File: src/rtl/seq_mult.sv
// seq_mult: iterative shift-add multiplier, one adder, fixed WIDTH-cycle run.
// Result is (left * right) truncated to WIDTH bits; done pulses for one cycle.
module seq_mult #(
  parameter int WIDTH = 32
) (
  input  logic             clk,
  input  logic             reset,
  input  logic             go,
  input  logic [WIDTH-1:0] left,
  input  logic [WIDTH-1:0] right,
  output logic [WIDTH-1:0] out,
  output logic             done,
  output logic             busy
);

  // Counter must hold WIDTH itself, so it never wraps inside an operation.
  localparam int CW = $clog2(WIDTH) + 1;

  typedef enum logic [1:0] {IDLE, RUN, DONE} state_t;

  state_t           state_q, state_d;
  logic [WIDTH-1:0] mcand_q, mcand_d;
  logic [WIDTH-1:0] mplier_q, mplier_d;
  logic [WIDTH-1:0] acc_q, acc_d;
  logic [WIDTH-1:0] out_q, out_d;
  logic [CW-1:0]    cnt_q, cnt_d;

  logic [WIDTH-1:0] sum;
  logic             last_iter;

  // The single adder: accumulator plus the gated, shifted multiplicand.
  always_comb begin
    sum       = acc_q + (mplier_q[0] ? mcand_q : '0);
    last_iter = (cnt_q == CW'(WIDTH - 1));
  end

  // Next-state and datapath control; everything holds unless told otherwise.
  always_comb begin
    state_d  = state_q;
    mcand_d  = mcand_q;
    mplier_d = mplier_q;
    acc_d    = acc_q;
    out_d    = out_q;
    cnt_d    = cnt_q;
    case (state_q)
      IDLE, DONE: begin
        if (go) begin
          mcand_d  = left;
          mplier_d = right;
          acc_d    = '0;
          cnt_d    = '0;
          state_d  = RUN;
        end else begin
          state_d  = IDLE;
        end
      end
      RUN: begin
        // go is deliberately ignored here; operands in flight are untouched.
        acc_d    = sum;
        mcand_d  = mcand_q << 1;
        mplier_d = mplier_q >> 1;
        cnt_d    = cnt_q + CW'(1);
        if (last_iter) begin
          // out only changes on entry to DONE, taking the final sum directly.
          out_d   = sum;
          state_d = DONE;
        end
      end
      default: state_d = IDLE;
    endcase
  end

  // State registers; synchronous reset wins over any go in the same cycle.
  always_ff @(posedge clk) begin
    if (reset) begin
      state_q  <= IDLE;
      mcand_q  <= '0;
      mplier_q <= '0;
      acc_q    <= '0;
      out_q    <= '0;
      cnt_q    <= '0;
    end else begin
      state_q  <= state_d;
      mcand_q  <= mcand_d;
      mplier_q <= mplier_d;
      acc_q    <= acc_d;
      out_q    <= out_d;
      cnt_q    <= cnt_d;
    end
  end

  // Outputs come straight from flops / decoded state, no input-to-output path.
  assign out  = out_q;
  assign done = (state_q == DONE);
  assign busy = (state_q == RUN);

endmodule
File: config.mk
export PLATFORM = sky130hd
export DESIGN_NAME = seq_mult
export DESIGN_NICKNAME = d
export VERILOG_FILES = /design/src/rtl/seq_mult.sv
export SDC_FILE = /design/constraint.sdc
export NUM_CORES = 1
export LEC_CHECK = 0
export ABC_AREA = 0
export BUFFER_PORTS_ARGS = -buffer_cell sky130_fd_sc_hd__buf_2
export CORE_MARGIN = 2
export CORE_UTILIZATION = 25
export DETAILED_ROUTE_END_ITERATION = 8
export HOLD_SLACK_MARGIN = 0.05
export SLEW_MARGIN = 20
export SYNTH_ARGS = -nofsm -noshare
export SYNTH_HDL_FRONTEND = slang
export SYNTH_SLANG_ARGS = --single-unit
File: constraint.sdc
create_clock -name clk -period 2.9 [get_ports clk]
set_clock_uncertainty 0.1 [all_clocks]
set_input_delay 0 -clock clk [delete_from_list [all_inputs] [get_ports clk]]
set_output_delay 0 -clock clk [all_outputs]
set_load 0.005 [all_outputs]
[Yosys cells after proc, flatten, opt, wreduce, memory -nomap -nowiden]
Index checks and enable logic that the tools add are counted.
Word-level totals
  register bits: 136
  output and inout port bits: 34
  word-level logic and storage cells: 30
Operators by class
  add/sub/neg operators: 2
  equal/unequal tests: 5
  mux-type cells: 12
  reduce and logical (&&, ||, !) cells: 5
Operators by type and width (count)
  case mux 32 bit (2 select lines): 3
  two-way mux 32 bit: 4
  adder 32 bit: 1
  case mux 6 bit (2 select lines): 1
  adder 6 x 1 -> 6 bit (second input constant): 1
  equality test 6 x 5 -> 1 bit (second input constant): 1
  two-way mux 6 bit: 1
  case mux 2 bit (2 select lines): 1
  AND reduction 2 bit: 2
  equality test 2 x 1 -> 1 bit (second input constant): 1
  equality test 2 bit (second input constant): 1
  logical NOT 2 bit: 1
  two-way mux 2 bit: 1
  != test 2 x 1 -> 1 bit (second input constant): 1
  != test 2 bit (second input constant): 1
  nonzero test 2 bit: 1
  OR reduction 2 bit: 1
  two-way mux 1 bit: 1

[Logic depth before layout (Yosys ltp)]
  depth after elaboration: 4
  mapped depth: 12
  gate-level depth less buffers: 11

[Worst setup path before layout]
OpenSTA, ideal clock, no wires.
  path type: reg2reg
  start point: register mplier_q[0]
  end point: register acc_q[26]
  setup time: 117 ps
  arrival: 2714 ps
  slack: -31 ps
  cell stages (with the launch flop): 13
  path buffers: 1
  path through: dfxtp_1 -> clkbuf_1 -> and2_1 -> ha_1 -> fa_1 -> a21o_1 -> a221oi_2 -> o21ai_2 -> a31o_4 -> a31o_4 -> a41oi_2 -> xnor2_1 -> a22o_1
On the way
  word-level cells in the longest chain between the ends: 3
RTL lines
  from (decl): line 23  | logic [WIDTH-1:0] mplier_q, mplier_d;
  from (signal assigned): line 85  | mplier_q <= mplier_d;
  two-way mux 32 bit: line 33  | sum = acc_q + (mplier_q[0] ? mcand_q : '0);
  adder 32 bit: line 33
  case mux 32 bit (2 select lines): line 45  | case (state_q)
  to (signal assigned): line 79  | acc_q <= '0;
  to (signal assigned): line 86  | acc_q <= acc_d;
  to (decl): line 24  | logic [WIDTH-1:0] acc_q, acc_d;
Every way passes these cells.
A chain may end at the register's enable or synchronous reset.

[Final worst setup path]
Same ends and word-level chain as after synthesis.

==> flow_metrics.py <==
metrics = {
    "placement": {
        "place_inst": 1340,
        "dpl_cell_area_sq_um": 8410,
        "gp_routability_congestion": 0.852,
        "preCtsSetupSlack_ps": -111,
        "io_buffers": 100,
        "hpwlAfterDp_mm": 14.7,
    },
    "critical_path": {
        "start_kind": "flop",
        "crit_path_end_kind": "flop",
        "r2r_end": "acc_q[26]",
        "cp_max_fo": 6,
        "critPathMaxStageDelay_ps": 370,
        "critPathRequiredTime_ps": 3120,
        "worstSetupPathType": "reg2reg",
        "r2r_cells": 11,
        "worstPathCellList": "and2_1 > ha_4 > fa_2 > a21o_1 > a221oi_4 > o21ai_2 > a31o_4 > a31o_4 > a41oi_2 > xnor2_1 > a22o_1",
        "rr_startpoint": "mplier_q[0]",
        "slowest_stage": "dfxtp_4",
        "cp.arrival_ps": 3090,
        "reg2reg_setup_slack_ps": 30,
        "path_common_cell": "a31o_4",
    },
    "clocking": {
        "cts_sinks": 136,
        "cts_buffers": 17,
        "cts_tree": "yes",
        "clock_latency_ps": 430,
        "h-tree-depth": 4,
        "cts_buffer_depth": 2,
        "path_clk_slew_ps": 60,
        "cts_root_buffer": "clkbuf_16",
    },
    "finish": {
        "antenna_cells": 0,
        "final_cells": 1478,
        "postLayoutCellArea_sq_um": 10400,
        "utilization_pct": 37.5,
        "layout-drive-gt1-share_pct": 25.4,
        "layout.nets": 1188,
        "syn_to_final_growth_pct": 48.2,
    },
    "pwr": {
        "p_per_area_nw_per_um2": 454,
        "p_leak_nw": 4.54,
        "total_power_mw": 4.72,
        "peakVddDrop_v": 0.000366,
    },
    "global_routing": {
        "grt_pass1_vias": 6802,
        "antenna_found_initial": 1,
        "grt_pass1_wl_mm": 35.0,
        "overflow": 0,
        "grt_use_total_pct": 15.0,
        "grt_start_max_net_pins": 64,
    },
    "min_path": {
        "holdPathStages": 4,
        "hold_start": "left[4]",
        "min_to": "mcand_q[4]",
        "hp-class": "in2reg",
    },
    "flow_run": {
        "drv_cap": 0,
    },
    "timing": {
        "slew_headroom_pct": 50.8,
        "fin_hold_ws_ps": 294,
        "tightest_slew_ps": 738,
        "setup_viol": 0,
        "period_minus_slack_ps": 2870,
        "finalSetupTns_ps": 0,
        "rsz0062_at_grt": "yes",
        "finalCritPeriodShare_pct": 98.9,
        "drv_slew": 0,
        "max_freq_mhz": 349,
        "worst_slack_ps": 31.4,
        "hold_viol": 0,
    },
    "routing": {
        "firstDrtPassIters": 5,
        "vias_per_cell": 4.76,
        "drtAntennaViolNets": 0,
        "via_count": 7031,
        "wire_per_inst_um": 15.0,
        "post-route-drc-count": 0,
        "drtIter0Drc": 379,
        "drt-total-wl_mm": 22.2,
    },
    "synthesis": {
        "ys_seq_area_share_pct": 38.9,
        "ys_warn_count": 0,
        "ys_ff_latch": 136,
        "netlist_area_sq_um": 7010,
        "synth_nets": 942,
        "syn_inst": 842,
        "synth_flop_cell": "dfxtp_1",
        "synth-edff-count": 0,
        "syn_area_per_cell_sq_um": 8.32,
        "ys_async_sr_fraction_pct": 0,
        "yosysUniqueCellTypes": 63,
    },
    "die": {
        "die_h_um": 171,
        "start_util_pct": 25.3,
        "fp-row-count": 61,
        "dieWidth_um": 171,
        "die_area_sq_um": 29400,
        "coreArea_sq_um": 27700,
        "io-pin-count": 101,
    },
    "run_status": {
        "outcome": "complete, no violations",
    },
}
==> cells in the mapped netlist (3+ instances only) <==
cell type  number  area share [%]
buf_2           3            0.21
a211oi_1        5            0.54
o211ai_1        4            0.43
o21ai_0        12            0.86
nand2b_1        4            0.36
mux2i_1         3            0.43
a21oi_1       117             8.4
nor4b_1         3            0.38
nand2_1       136             7.3
ha_1           32             5.7
clkbuf_1       54             2.9
buf_1           3            0.16
a22o_1         17             2.1
nor2_1         45             2.4
nand3_1        11            0.79
or3_1           3            0.27
a22oi_1        75             8.0
o21a_1          7            0.75
dfxtp_1       136              39
xor2_1         12             1.5
and3_1          8            0.71
nand4_1         8            0.71
a31oi_1         3            0.27
nor2b_1         3            0.27
xnor2_1        19             2.4
nor3_1          7            0.50
and2_1         35             3.1
inv_1           5            0.27
a32oi_1         6            0.75
a21o_1         25             2.7
==> power by group <==
part	leakage (nW)	internal (mW)	switching [mW]	total, mW
logic	3.13	0.260	0.274	0.533
registers	1.11	1.94	0.0492	1.99
clock network	0.299	1.37	0.827	2.19
total	4.54	3.57	1.15	4.72
==> sequential cells by signal, indices dropped and copies added, names as in the netlist <==
| name | flops |
|---|---|
| state_q | 2 |
| mplier_q | 32 |
| out | 32 |
| cnt_q | 6 |
| acc_q | 32 |
| mcand_q | 32 |
==> how the worst max path moves through the flow <==
stage	from	end	slack, ps	depth (start not counted)
6_report	mplier_q[0]	acc_q[26]	30	11
5_1_grt	mplier_q[0]	acc_q[31]	-70	11
4_1_cts	mplier_q[0]	acc_q[26]	6	11
3_5_place_dp	mplier_q[0]	out[18]	-110	12
3_3_place_gp	mplier_q[0]	out[18]	-80	12
2_1_floorplan	mplier_q[0]	acc_q[26]	20	12
==> cells by family after synthesis <==
group | Yosys count | share of synthesized area, %
adders and majority gates | 33 | 6.00
AOI/OAI and AO/OA | 297 | 28.9
and+or+nand+nor | 276 | 18.3
muxes | 3 | 0.429
xor gates and xnor gates | 31 | 3.88
DFF | 136 | 38.9
buffers and inverters | 66 | 3.64
==> layout make-up <==
type                    instances  area [sq um]
clock inverters                 8          93.8
multi-input cells             640          4360
well taps                     378           473
clock buffers                  23           498
fillers                      2799         17300
repair buffers                288          2210
flip-flops and latches        136          2730
inverters                       5          18.8
==> per-layer routing <==
layer  part of all wire [%]  GRT usage (%)
met5                  0.041              0
met4                    1.6           4.42
met3                    4.8           3.96
met2                     48           25.0
met1                     46           19.1
==> cell usage in the layout, fill, tap and decap left out, types with 9 or more instances in the layout <==
master         count
nand2_1          136
dfxtp_1          135
a21oi_1          112
dlygate4sd3_1    102
buf_2             99
buf_4             83
a22oi_1           74
nor2_1            44
and2_1            33
a21o_1            25
ha_1              21
a22o_1            17
clkbuf_16         17
xnor2_1           16
nand3_1           10
xor2_1             9
ha_4               9
==> repair_timing <==
item                       4_1_cts  5_1_grt
hold buffers                   102        0
hold endpoints to repair        78        0
setup endpoints to repair       22       31
pin swaps                        4       27
buffers inserted                 1        4
gates resized for setup          4       51
==> critical path, delay by kind of cell (launching register included) <==
kind | cells | cell delay (ps)
AOI/OAI and AO/OA | 7 | 1500
adders and majority gates | 2 | 510
DFF | 1 | 370
and+or+nand+nor | 1 | 190
xor gates and xnor gates | 1 | 80
Note: power is estimated with default switching activity, not from simulation.
